==> config.mk <==
export PLATFORM = sky130hd
export DESIGN_NAME = instr_fetch_ir
export DESIGN_NICKNAME = d
export VERILOG_FILES = /design/src/rtl/instr_fetch_ir.sv
export SDC_FILE = /design/constraint.sdc
export NUM_CORES = 1
export LEC_CHECK = 0
export CAP_MARGIN = 0
export CELL_PAD_IN_SITES_DETAIL_PLACEMENT = 0
export CELL_PAD_IN_SITES_GLOBAL_PLACEMENT = 2
export CORE_MARGIN = 4
export CORE_UTILIZATION = 39
export DETAILED_ROUTE_END_ITERATION = 16
export DONT_BUFFER_PORTS = 1
export PLACE_DENSITY_LB_ADDON = 0.1
export SYNTH_ARGS = -nofsm -noshare
export SYNTH_HDL_FRONTEND = slang
export SYNTH_SLANG_ARGS = --single-unit
==> constraint.sdc <==
create_clock -name clk -period 2.6 [get_ports clk]
set_input_delay 0.13 -clock clk [delete_from_list [all_inputs] [get_ports clk]]
set_output_delay 0.13 -clock clk [all_outputs]
set_load 0.05 [all_outputs]
==> src/rtl/instr_fetch_ir.sv <==
// Instruction fetch stage: req/ack read from instruction memory into the IR,
// PC advance or redirect, and abort of fetches that are never acknowledged.
module instr_fetch_ir #(
    parameter logic [15:0] RESET_PC = 16'h0000,
    parameter int          TIMEOUT  = 16
) (
    input  logic        clk,
    input  logic        rst,
    input  logic        fetch_start,
    input  logic        pc_we,
    input  logic [15:0] pc_in,
    output logic        mem_req,
    output logic [15:0] mem_addr,
    input  logic        mem_ack,
    input  logic [15:0] mem_rdata,
    output logic [15:0] ir,
    output logic [3:0]  opcode,
    output logic [3:0]  rd,
    output logic [3:0]  rs,
    output logic [7:0]  imm8,
    output logic [15:0] pc_out,
    output logic        ir_valid,
    output logic        busy,
    output logic        fetch_err
);

    localparam logic [7:0] CNT_LAST = 8'(TIMEOUT - 1);

    typedef enum logic {
        S_IDLE,
        S_WAIT
    } state_t;

    state_t      state;
    state_t      next_state;
    logic [15:0] pc;
    logic [7:0]  cnt;
    logic [15:0] pend_pc;
    logic        pend_vld;
    logic        timeout_hit;
    logic        redirect;
    logic [15:0] redirect_pc;

    assign timeout_hit = (cnt == CNT_LAST);

    // A redirect arriving on the very cycle the fetch ends is the latest one.
    assign redirect    = pc_we | pend_vld;
    assign redirect_pc = pc_we ? pc_in : pend_pc;

    always_ff @(posedge clk or posedge rst) begin
        if (rst) begin
            state <= S_IDLE;
        end else begin
            state <= next_state;
        end
    end

    always_comb begin
        next_state = state;
        case (state)
            S_IDLE: begin
                if (fetch_start) begin
                    next_state = S_WAIT;
                end
            end
            S_WAIT: begin
                if (mem_ack || timeout_hit) begin
                    next_state = S_IDLE;
                end
            end
            default: next_state = S_IDLE;
        endcase
    end

    always_ff @(posedge clk or posedge rst) begin
        if (rst) begin
            pc        <= RESET_PC;
            ir        <= 16'h0000;
            mem_req   <= 1'b0;
            mem_addr  <= 16'h0000;
            ir_valid  <= 1'b0;
            busy      <= 1'b0;
            fetch_err <= 1'b0;
            cnt       <= 8'd0;
            pend_pc   <= 16'h0000;
            pend_vld  <= 1'b0;
        end else begin
            ir_valid  <= 1'b0;
            fetch_err <= 1'b0;
            case (state)
                S_IDLE: begin
                    if (pc_we) begin
                        pc <= pc_in;
                    end
                    if (fetch_start) begin
                        mem_req  <= 1'b1;
                        busy     <= 1'b1;
                        cnt      <= 8'd0;
                        mem_addr <= pc_we ? pc_in : pc;
                    end
                end
                S_WAIT: begin
                    if (mem_ack) begin
                        ir       <= mem_rdata;
                        mem_req  <= 1'b0;
                        busy     <= 1'b0;
                        ir_valid <= 1'b1;
                        pc       <= redirect ? redirect_pc : pc + 16'd1;
                        pend_vld <= 1'b0;
                    end else if (timeout_hit) begin
                        mem_req   <= 1'b0;
                        busy      <= 1'b0;
                        fetch_err <= 1'b1;
                        if (redirect) begin
                            pc <= redirect_pc;
                        end
                        pend_vld <= 1'b0;
                    end else begin
                        cnt <= cnt + 8'd1;
                        if (pc_we) begin
                            pend_pc  <= pc_in;
                            pend_vld <= 1'b1;
                        end
                    end
                end
                default: ;
            endcase
        end
    end

    assign opcode = ir[15:12];
    assign rd     = ir[11:8];
    assign rs     = ir[7:4];
    assign imm8   = ir[7:0];
    assign pc_out = pc;

endmodule

---- After elaboration in Yosys (flattened, before gate mapping) ----
Index checks and enable logic that the tools add are counted.
Widths: inputs -> output; s select.
operators by class
  multiplexer cells ....................... 26
  reduce and logical (&&, ||, !) cells .... 9
  eq/ne operators ......................... 6
  bitwise logic cells ..................... 4
  add/sub/neg operators ................... 2
operator list
  operator               number
  $mux 16                6
  $pmux 16 s2            1
  $mux 8                 3
  $add 16x1->16 const B  1
  $pmux 8 s2             1
  $mux 1                 13
  $reduce_and 2->1       5
  $add 8x1->8 const B    1
  $eq 8x4->1 const B     1
  $ne 2x2->1 const B     3
  $ne 3x2->1 const B     2
  $reduce_and 3->1       2
  $pmux 1 s2             2
  $not 1->1              3
  $reduce_bool 3->1      1
  $logic_or 1x1->1       1
  $or 1x1->1             1
storage, ports and cells
  input bits .............................. 37
  output and inout port bits .............. 72
  register bits after elaboration ......... 77

---- Depth between registers and ports, before layout ----
  depth in word-level cells ............... 5
  mapped depth ............................ 7
  mapped depth without buffers ............ 6

---- Worst setup path before layout ----
Ideal clock, no wire load.
  path type ............................... flip-flop to flip-flop
  start point ............................. register pc[7] (netlist: pc_out[7])
  end point ............................... register pc[15] (netlist: pc_out[15])
  path buffers ............................ 1
  arrival time ............................ 1.789 ns
  stages on the path, launching flop included .. 6
  library setup time ...................... 0.122 ns
  path slack .............................. 0.689 ns
  clock period less this slack ............ 1.911 ns
  cell sequence ........................... dfrtp_1 > buf_2 > nand4_1 > nor4_1 > a41oi_1 > o22a_1
on the way
  longest elaborated chain between the ends .. 4
RTL lines
  item                      line  RTL
  start: declaration        36    logic [15:0] pc;
  start signal: assignment  93    pc <= pc_in;
  start signal: assignment  108   pc <= redirect ? redirect_pc : pc + 16'd1;
  start signal: assignment  115   pc <= redirect_pc;
  $add 16x1->16             108
  $mux 16                   108
  $mux 16                   103   if (mem_ack) begin
  $pmux 16 s2               90    case (state)
No other way between the ends.
A chain may end at the register's enable or synchronous reset.

---- Worst setup path in the final report ----
  start point ............................. register cnt[0]
  end point ............................... register busy
on the way
  longest elaborated chain between the ends .. 3
RTL lines
  item                               line  RTL
  start: declaration                 37    logic [7:0] cnt;
  start signal: assignment           119   cnt <= cnt + 8'd1;
  $eq 8x4->1                         44    assign timeout_hit = (cnt == CNT_LAST);
  $ne 3x2->1 (no source line)        --
  $reduce_and 2->1 (no source line)  --
  end signal: assignment             82    busy <= 1'b0;
  end signal: assignment             97    busy <= 1'b1;
  end signal: assignment             106   busy <= 1'b0;
  end: declaration                   23    output logic busy,
No other way between the ends.

==> impl_metrics.csv <==
group,metric,value,unit
outcome,status,"complete, no violations",
timing,finalSetupViolations,0,
setup_path,worst-path-buf-inv,1,
yosys,synth_area_leaders,"dfrtp_1 48%, mux2_2 6.2%, o21ai_0 5.1%",
grt,grt_start_max_net_pins,47,
clocking,clk_pin_slew,0.08,ns
setup_path,critPathMaxStageDelay,0.57,ns
yosys,async_flop_share,100.0,%
place,io_buffers,0,
timing,max_slew_margin,37.99,%
route,drtIter0Drc,131,
yosys,synthFlopType,"dfrtp_1",
grt,antenna_found_initial,0,
route,wire_per_inst,18.84,um
yosys,synth-edff-count,0,
timing,rsz0062_at_grt,"false",
final_layout,syn_to_final_growth,16.75,%
yosys,ys_types,59,
yosys,yosysTopAreaCell,"dfrtp_1",
setup_path,critPathCaptureType,"flip-flop",
yosys,synth_seq_cells,77,
grt,grt_pass1_vias,3143,
timing,fin_crit_sh,77.50,%
route,vias_per_cell,5.422,
clocking,cts.sinks,77,
timing,period_needed,2.015,ns
timing,max_freq,496.3,MHz
place,hpwl,6.911,mm
route,met1Wirelength,4.606,mm
final_layout,antenna_cells,0,
timing,setup_tns,0,ns
floorplan,die_area,11990,um^2
power,total_power,4.499,mW
setup_path,path_cells,"ha_1, nand4b_2, nor2_4, nor2_1, nand2_1, o21ai_0, dlygate4sd3_1",
floorplan,die_x,109.5,um
setup_path,critical_path_class,"reg -> reg",
grt,grt_first_pass_wirelength,16.64,mm
route,topRoutingLayerUsed,"met4",
final_layout,drive_gt1_share,18.87,%
yosys,synth_top_area_share,47.95,%
route,via_count,3020,
timing,hold_violations,0,
flow_run,maxCapViolations,0,
power,leakage,1.990,nW
setup_path,crit_path_start_kind,"flip-flop",
route,wl_met2,4.985,mm
place,gp_congestion,0.8113,
route,totalWireLength,10.50,mm
timing,slew_viol_final,0,
setup_path,cp_top_family,"simple AND/OR/NAND/NOR gates",
clocking,cts_buffer_depth,2,
setup_path,worstPathArrival,2.24,ns
yosys,avgSynthCellArea,10.44,um^2
final_layout,fillers,937,
power,vdd_drop_max,0.0004056,V
grt,grt_overflow_total,0,
yosys,syn_area,4019,um^2
floorplan,start_util,40.56,%
floorplan,die_h,109.5,um
timing,fin_skew,0.01260,ns
route,firstDrtPassIters,4,
final_layout,nNetsFinal,458,
yosys,yosys_warnings,0,
clocking,clockRootBuffer,"clkbuf_8",
power,power.density,958.9,nW/um^2
yosys,synth_nets,424,
grt,grt_util_all_layers,18.20,%
floorplan,core,9910,um^2
setup_path,critical_path.slowest_cell,"dlygate4sd3_1",
route,wl_met3,722,um
clocking,cts_buffers,9,
route,remaining_drc_errors,0,
setup_path,worstPathRequired,2.83,ns
timing,worst_pin_slew,0.9302,ns
setup_path,path_max_fanout,5,
clocking,clk_latency,0.36,ns
clocking,cts_tree,"built",
yosys,ys_seq_area_share,47.95,%
floorplan,ioPinCount,109,
floorplan,row_count,36,
clocking,htreeDepth,3,
hold_path,hold_path_class,"in -> reg",
route,final_antenna_net_count,0,
yosys,syn_inst,385,
clocking,cts_setup_buffers,0,
-- stage by stage --
step	hold WS, ns	setup slack (ns)	area, um^2	std cells	utilization (%)
after floorplan	0.2617	0.5033	4019	385	-
after global placement	0.09530	0.6983	4135	504	41.73
after detailed placement	0.1070	0.6514	4135	504	41.73
after CTS	0.004465	0.6187	4692	557	47.35
after global routing	0.002057	0.4624	4692	557	47.35
final	0.01828	0.5851	4692	557	47.35
-- cell families (layout without fill, tap and decap cells) --
kind of cell | after synthesis | after routing | share of synthesized area, %
adders and majority gates | 2 | 2 | 0.6226
buffers and inverters | 45 | 84 | 6.818
and+or+nand+nor | 111 | 111 | 14.20
muxes | 50 | 50 | 13.45
AOI/OAI and AO/OA | 96 | 96 | 16.10
DFF | 77 | 77 | 47.95
xor gates and xnor gates | 4 | 4 | 0.8716
-- area by class of cell --
class	instances	area, um^2	area share, %
clock inverter	5	35.03	0.7467
clock buffer	11	151.4	3.227
tap	133	166.4	3.547
timing repair buffer	62	570.5	12.16
sequential	77	1927	41.07
inverter	6	23.77	0.5067
multi-input combinational	263	1818	38.75
-- power by group --
part | switching, mW | total (mW) | internal [mW]
clock network | 0.462 | 0.858 | 0.397
logic | 0.839 | 1.29 | 0.449
registers | 0.879 | 2.35 | 1.47
total | 2.18 | 4.50 | 2.32
-- sequential cells by signal, summed over array words and instances (netlist names), 8 cells and up --
register	cells
cnt	8
ir	16
mem_addr	16
pc_out	16
pend_pc	16
-- final timing paths --
check                           start  cells past startpoint           to  slack [ns]
hold / removal               pc_in[9]                      2  mem_addr[9]        0.02
hold reg to reg            pend_pc[2]                      1   pend_pc[2]        0.50
setup / recovery               cnt[0]                      7         busy        0.59
setup reg to reg               cnt[0]                      7         busy        0.59
min in group asynchronous         rst                      2       ir[10]        0.29
max in group asynchronous         rst                      3  mem_addr[7]        1.67
-- cells in the final DEF (no fill, tap or decap), types with 4 or more instances in the layout --
cell	n
nand2_1	35
nor2_1	24
a221oi_1	5
clkbuf_8	11
buf_4	24
dfrtp_1	77
a21oi_1	11
nand2b_1	5
xnor2_1	4
mux2_2	22
o21ai_0	41
nand3_1	9
o22a_1	5
mux2i_1	18
mux2_1	10
clkinvlp_4	4
nand4_1	5
and2_1	4
dlygate4sd3_1	37
nor2b_1	8
inv_1	5
-- Yosys cell counts (3+ instances only) --
cell type	count
a21oi_1	11
a221oi_1	5
a31oi_1	3
and2_1	4
and3_1	3
buf_2	12
buf_4	21
clkbuf_1	5
dfrtp_1	77
inv_1	6
mux2_1	10
mux2_2	22
mux2i_1	18
nand2_1	35
nand2b_1	5
nand3_1	9
nand4_1	5
nor2_1	24
nor2b_1	8
nor3b_1	3
o21ai_0	41
o22a_1	5
o311ai_0	3
o31ai_1	3
xnor2_1	4
-- routing by layer --
metal | vias up | global-route usage [%]
met5 | - | 0
met4 | 0 | 7.124
met3 | 13 | 4.756
met2 | 94 | 29.90
met1 | 1481 | 22.86
li1 | 1432 | -
-- timing repair --
item	CTS	global route
gates resized for setup	0	0
hold buffers	37	0
hold endpoints to repair	81	0
setup endpoints to repair	0	0
No activity file was read; power rests on OpenSTA's default activity.
